File: config.mk
export PLATFORM = sky130hd
export DESIGN_NAME = mod_exp_engine
export DESIGN_NICKNAME = d
export VERILOG_FILES = /design/src/rtl/mod_exp_engine.sv
export SDC_FILE = /design/constraint.sdc
export NUM_CORES = 2
export LEC_CHECK = 0
export BUFFER_PORTS_ARGS = -buffer_cell sky130_fd_sc_hd__buf_2
export CAP_MARGIN = 20
export CORE_MARGIN = 2
export CORE_UTILIZATION = 30
export DETAILED_ROUTE_END_ITERATION = 16
export SETUP_SLACK_MARGIN = 0.02
export SLEW_MARGIN = 20
export SYNTH_ARGS = -nofsm -noshare
export SYNTH_HDL_FRONTEND = slang
export SYNTH_SLANG_ARGS = --single-unit
File: constraint.sdc
create_clock -name clk -period 9.5 [get_ports clk]
set_input_delay 0.95 -clock clk [delete_from_list [all_inputs] [get_ports clk]]
set_output_delay 0.95 -clock clk [all_outputs]
set_load 0.02 [all_outputs]
File: src/rtl/mod_exp_engine.sv
// Constant-time right-to-left modular exponentiation: result = base^exponent mod modulus.
// One bit-serial interleaved modular multiplier is shared by the reduce, multiply and square phases.
module mod_exp_engine #(
    parameter int WIDTH     = 128,
    parameter int EXP_WIDTH = 128
) (
    input  logic                 clk,
    input  logic                 reset_n,
    input  logic                 start,
    input  logic [WIDTH-1:0]     base,
    input  logic [EXP_WIDTH-1:0] exponent,
    input  logic [WIDTH-1:0]     modulus,
    output logic                 busy,
    output logic                 done,
    output logic                 error,
    output logic [WIDTH-1:0]     result,
    output logic [2:0]           dbg_state
);

    // Handshake: start is accepted on a rising edge only while IDLE; busy stays high
    // through the computation; done pulses for exactly one cycle with result/error valid,
    // and both stay held until the next accepted start.
    typedef enum logic [2:0] {
        S_IDLE   = 3'd0,
        S_REDUCE = 3'd1,
        S_MUL    = 3'd2,
        S_SQR    = 3'd3,
        S_FINISH = 3'd4
    } state_t;

    localparam int CW = (WIDTH > 1) ? $clog2(WIDTH) : 1;
    localparam int EW = (EXP_WIDTH > 1) ? $clog2(EXP_WIDTH) : 1;
    localparam logic [CW-1:0] CNT_LAST  = CW'(WIDTH - 1);
    localparam logic [EW-1:0] EBIT_LAST = EW'(EXP_WIDTH - 1);

    state_t               state, state_nxt;
    logic [WIDTH-1:0]     base_r, n_r, b_r, r_r, acc;
    logic [EXP_WIDTH-1:0] exp_r;
    logic [CW-1:0]        cnt;
    logic [EW-1:0]        ebit;

    logic                 mod_bad, mul_last, mbit;
    logic [WIDTH-1:0]     mplier, mcand, dbl_red, acc_nxt;
    logic [WIDTH:0]       dbl, sum, n_ext;

    assign mod_bad   = (modulus < WIDTH'(2));
    assign mul_last  = (cnt == CNT_LAST);
    assign dbg_state = state;

    // Operand selection for the shared multiplier; r and b only change at multiply boundaries.
    always_comb begin
        mplier = base_r;
        mcand  = WIDTH'(1);
        case (state)
            S_MUL: begin
                mplier = r_r;
                mcand  = b_r;
            end
            S_SQR: begin
                mplier = b_r;
                mcand  = b_r;
            end
            default: ;
        endcase
    end

    // acc < n holds every cycle, so 2*acc and dbl_red+mcand both stay below 2n in WIDTH+1 bits.
    always_comb begin
        n_ext   = {1'b0, n_r};
        mbit    = mplier[CNT_LAST - cnt];
        dbl     = {acc, 1'b0};
        dbl_red = (dbl >= n_ext) ? WIDTH'(dbl - n_ext) : dbl[WIDTH-1:0];
        sum     = {1'b0, dbl_red} + (mbit ? {1'b0, mcand} : '0);
        acc_nxt = (sum >= n_ext) ? WIDTH'(sum - n_ext) : sum[WIDTH-1:0];
    end

    always_ff @(posedge clk or negedge reset_n) begin
        if (!reset_n) state <= S_IDLE;
        else          state <= state_nxt;
    end

    always_comb begin
        state_nxt = state;
        busy      = 1'b0;
        done      = 1'b0;
        case (state)
            S_IDLE: begin
                if (start) state_nxt = mod_bad ? S_FINISH : S_REDUCE;
            end
            S_REDUCE: begin
                busy = 1'b1;
                if (mul_last) state_nxt = S_MUL;
            end
            S_MUL: begin
                busy = 1'b1;
                if (mul_last) state_nxt = S_SQR;
            end
            S_SQR: begin
                busy = 1'b1;
                if (mul_last) state_nxt = (ebit == EBIT_LAST) ? S_FINISH : S_MUL;
            end
            S_FINISH: begin
                done      = 1'b1;
                state_nxt = S_IDLE;
            end
            default: state_nxt = S_IDLE;
        endcase
    end

    always_ff @(posedge clk or negedge reset_n) begin
        if (!reset_n) begin
            base_r <= '0;
            n_r    <= '0;
            exp_r  <= '0;
            b_r    <= '0;
            r_r    <= '0;
            acc    <= '0;
            cnt    <= '0;
            ebit   <= '0;
            result <= '0;
            error  <= 1'b0;
        end else if (state == S_IDLE) begin
            if (start) begin
                base_r <= base;
                n_r    <= modulus;
                exp_r  <= exponent;
                b_r    <= '0;
                r_r    <= '0;
                acc    <= '0;
                cnt    <= '0;
                ebit   <= '0;
                result <= '0;
                error  <= mod_bad;
            end
        end else if (state == S_REDUCE || state == S_MUL || state == S_SQR) begin
            if (mul_last) begin
                acc <= '0;
                cnt <= '0;
            end else begin
                acc <= acc_nxt;
                cnt <= cnt + CW'(1);
            end
            if (mul_last) begin
                if (state == S_REDUCE) begin
                    b_r <= acc_nxt;
                    r_r <= WIDTH'(1);
                end else if (state == S_MUL) begin
                    // Product is always computed; it is kept only for a set exponent bit.
                    if (exp_r[0]) r_r <= acc_nxt;
                end else begin
                    b_r   <= acc_nxt;
                    exp_r <= exp_r >> 1;
                    ebit  <= ebit + EW'(1);
                    if (ebit == EBIT_LAST) result <= r_r;
                end
            end
        end
    end

endmodule

==> insert_results.sql <==
INSERT INTO impl_metrics (metric_group, metric, value, unit) VALUES
('run_status', 'run_status', 'finished, violations left', ''),
('run_status', 'violations', 'setup timing', ''),
('clock_tree', 'clock_tree.root_cell', 'sky130_fd_sc_hd__clkbuf_16', ''),
('synthesis', 'synthDistinctLibCells', '102', ''),
('critical_path', 'timing.critical_path.to_type', 'flip-flop', ''),
('synthesis', 'ys.warnings.count', '0', ''),
('critical_path', 'worstSetupStartpoint', 'dbg_state[0]', ''),
('grt', 'grt_antenna_before_repair', '24', ''),
('final_layout', 'layout.filler_cells', '22060', ''),
('synthesis', 'post_synth_main_area_contributors', 'sky130_fd_sc_hd__dfrtp_1 (35%), sky130_fd_sc_hd__nand2_1 (9.3%), sky130_fd_sc_hd__ha_1 (7.3%)', ''),
('hold_path', 'hold_path_class', 'in -> async', ''),
('final_layout', 'area_delta_synth_final', '47.07', '%'),
('floorplanning', 'rows', '172', ''),
('grt', 'grt_first_pass_wirelength', '502300', 'µm'),
('timing', 'fin_skew', '0.06247', 'ns'),
('floorplanning', 'ios', '521', ''),
('timing', 'grt_setup_unrepaired', 'yes', ''),
('final_layout', 'final_layout_size_suffix_gt1_share', '34.83', '%'),
('synthesis', 'syn_inst', '8365', ''),
('placement', 'port_buffers', '520', ''),
('detailed_routing', 'vias_per_cell', '5.381', ''),
('clock_tree', 'holdBufCountCts', '0', ''),
('synthesis', 'synthMostInstantiatedCell', 'sky130_fd_sc_hd__nand2_1', ''),
('critical_path', 'crit_path_max_incr_delay', '0.61', 'ns'),
('final_layout', 'layout.nets', '11800', ''),
('clock_tree', 'clkSlewWorstSetupHoldPaths', '0.06', 'ns'),
('detailed_routing', 'drtAntennaViolNets', '0', ''),
('timing', 'finalWorstPathRequiredPeriod', '10.47', 'ns'),
('placement', 'place_hpwl', '281700', 'µm'),
('detailed_routing', 'wl_per_cell', '25.25', 'µm'),
('critical_path', 'critical_path.reg2reg.startpoint', 'dbg_state[0]', ''),
('synthesis', 'synth_top_area_cell', 'sky130_fd_sc_hd__dfrtp_1', ''),
('synthesis', 'synth-async-reset-ratio', '100.0', '%'),
('synthesis', 'proportion_of_netlist_area_held_by_the_largest_area_contributor', '34.57', '%'),
('synthesis', 'synth.yosys.seq_area_share', '34.57', '%'),
('critical_path', 'critPathTopFamily', 'compound AO/OA/AOI/OAI gates', ''),
('final_layout', 'final_design_area_no_fill', '97290', 'µm²'),
('synthesis', 'synth-edff-count', '0', ''),
('detailed_routing', 'detailedRoute.firstIterationViolations', '6932', ''),
('synthesis', 'synthesis.area_per_instance', '7.909', 'µm²'),
('synthesis', 'mappedNetlistNets', '9141', ''),
('synthesis', 'top_flip_flop_cell_by_instance_count_after_synthesis', 'sky130_fd_sc_hd__dfrtp_1', ''),
('clock_tree', 'clkSinkCount', '914', ''),
('placement', 'gpl_wtd_cong', '1.034', ''),
('critical_path', 'critPathBufInv', '16', ''),
('critical_path', 'critPathMaxFanout', '11', ''),
('timing', 'maxSlewViolCount', '0', ''),
('detailed_routing', 'route.detailed.drc', '0', ''),
('placement', 'detailed_place.area', '89450', 'µm²'),
('detailed_routing', 'drt-total-wl', '353600', 'µm'),
('timing', 'fmax', '95.52', 'MHz'),
('flow_run', 'maxCapViolations', '0', ''),
('grt', 'grt.overflow.total', '0', ''),
('synthesis', 'yosys_register_bits', '914', ''),
('floorplanning', 'core_area', '219500', 'µm²'),
('clock_tree', 'numCtsBuffers', '112', ''),
('grt', 'vias_in_the_first_global_route', '74260', ''),
('synthesis', 'synth.cell_area', '66150', 'µm²'),
('grt', 'pin_count_of_the_biggest_net_entering_global_routing', '263', ''),
('clock_tree', 'number_of_buffers_on_the_longest_clock_path', '3', ''),
('floorplanning', 'die_area', '224300', 'µm²'),
('clock_tree', 'cts_max_level', '3', ''),
('synthesis', 'synth_top_cells_by_count', 'sky130_fd_sc_hd__nand2_1 (1637), sky130_fd_sc_hd__dfrtp_1 (914), sky130_fd_sc_hd__o21ai_0 (763)', ''),
('timing', 'slew-limit-headroom', '22.22', '%'),
('detailed_routing', 'via_total_after_detailed_routing', '75360', ''),
('timing', 'timing_worst_slew_pin_value', '1.167', 'ns'),
('grt', 'grtUsageTotal', '30.39', '%'),
('timing', 'number_of_setup_violations_in_the_final_report', '384', ''),
('timing', 'setup_slack', '-0.9685', 'ns'),
('floorplanning', 'die_width', '473.6', 'µm'),
('detailed_routing', 'drt_pass1_iterations', '5', '');
[metrics by stage]
| step | setup slack (ns) | cells | hold WS [ns] | util [%] | TNS, ns |
|---|---|---|---|---|---|
| after floorplan | 0.3901 | 8365 | 0.4409 | - | 0 |
| after global placement | -2.397 | 13700 | 0.4594 | 40.73 | -790.86 |
| after detailed placement | -2.319 | 13700 | 0.4616 | 40.75 | -773.42 |
| after CTS | -0.9047 | 13950 | 0.1564 | 43.48 | -293.63 |
| after global routing | -1.096 | 14000 | 0.1491 | 44.32 | -365.28 |
| final | -0.9685 | 14000 | 0.1095 | 44.32 | -313.43 |
[logic make-up (layout without fill, tap and decap cells)]
kind of cell | Yosys count | after routing | synth area share, %
xor+xnor | 371 | 371 | 4.923
fa+ha+maj | 389 | 389 | 7.391
flops | 914 | 914 | 34.57
other cells | 0 | 14 | 0
buf+inv | 872 | 3626 | 5.436
mux | 209 | 209 | 4.072
simple gates | 3002 | 3002 | 19.56
compound gates | 2608 | 2608 | 24.05
[worst paths after layout]
kind | endpoint | slack [ns] | depth (start not counted)
worst max register to register | b_r[113] | -0.97 | 45
min in group clk | base_r[49] | 0.32 | 3
worst max-delay path | b_r[113] | -0.97 | 45
worst min-delay path | result[116] | 0.11 | 1
max in group asynchronous | result[38] | 6.80 | 3
worst min register to register | base_r[41] | 0.47 | 2
[routing by layer]
layer	vias up	wire length [µm]	track usage (%)
met5	-	68	0
met4	10	28440	20.23
met3	773	23250	4.811
met2	2920	154600	47.45
met1	36730	147200	38.73
li1	34920	-	-
[cell usage in the layout, fill, tap and decap left out, types with 127 or more instances in the layout]
master	count
sky130_fd_sc_hd__nand4_1	173
sky130_fd_sc_hd__inv_1	320
sky130_fd_sc_hd__a21oi_1	602
sky130_fd_sc_hd__nor2_1	614
sky130_fd_sc_hd__nand2_1	1620
sky130_fd_sc_hd__dfrtp_1	910
sky130_fd_sc_hd__a31oi_1	167
sky130_fd_sc_hd__buf_2	519
sky130_fd_sc_hd__a22o_1	158
sky130_fd_sc_hd__ha_1	352
sky130_fd_sc_hd__a21o_1	194
sky130_fd_sc_hd__buf_4	2473
sky130_fd_sc_hd__xor2_1	155
sky130_fd_sc_hd__o21ai_1	127
sky130_fd_sc_hd__o21ai_0	681
sky130_fd_sc_hd__xnor2_1	191
[cell type report]
type	instances	area (µm²)	area share (%)
timing repair buffer	3097	23230	23.88
tap	2871	3592	3.692
clock inverter	59	815.8	0.8385
inverter	321	1205	1.238
sequential	914	22880	23.52
antenna	14	35.03	0.03601
multi-input combinational	6579	42400	43.58
clock buffer	149	3133	3.220
[flip-flops by register name, summed over array words and instances (netlist names), 7 cells and up]
name / cells
base_r: 128
n_r: 128
result: 128
b_r: 128
ebit: 7
cnt: 7
r_r: 128
exp_r: 128
acc: 128
[timing repair]
action / in CTS / in global routing
buffers inserted: 31 / 39
cloned: 9 / 6
resized for setup: 330 / 316
endpoints found under the setup margin: 384 / 384
pin swaps: 60 / 117
Power is not shown: default switching activity piles up to over one toggle a cycle in this logic, so the estimate is an artifact.
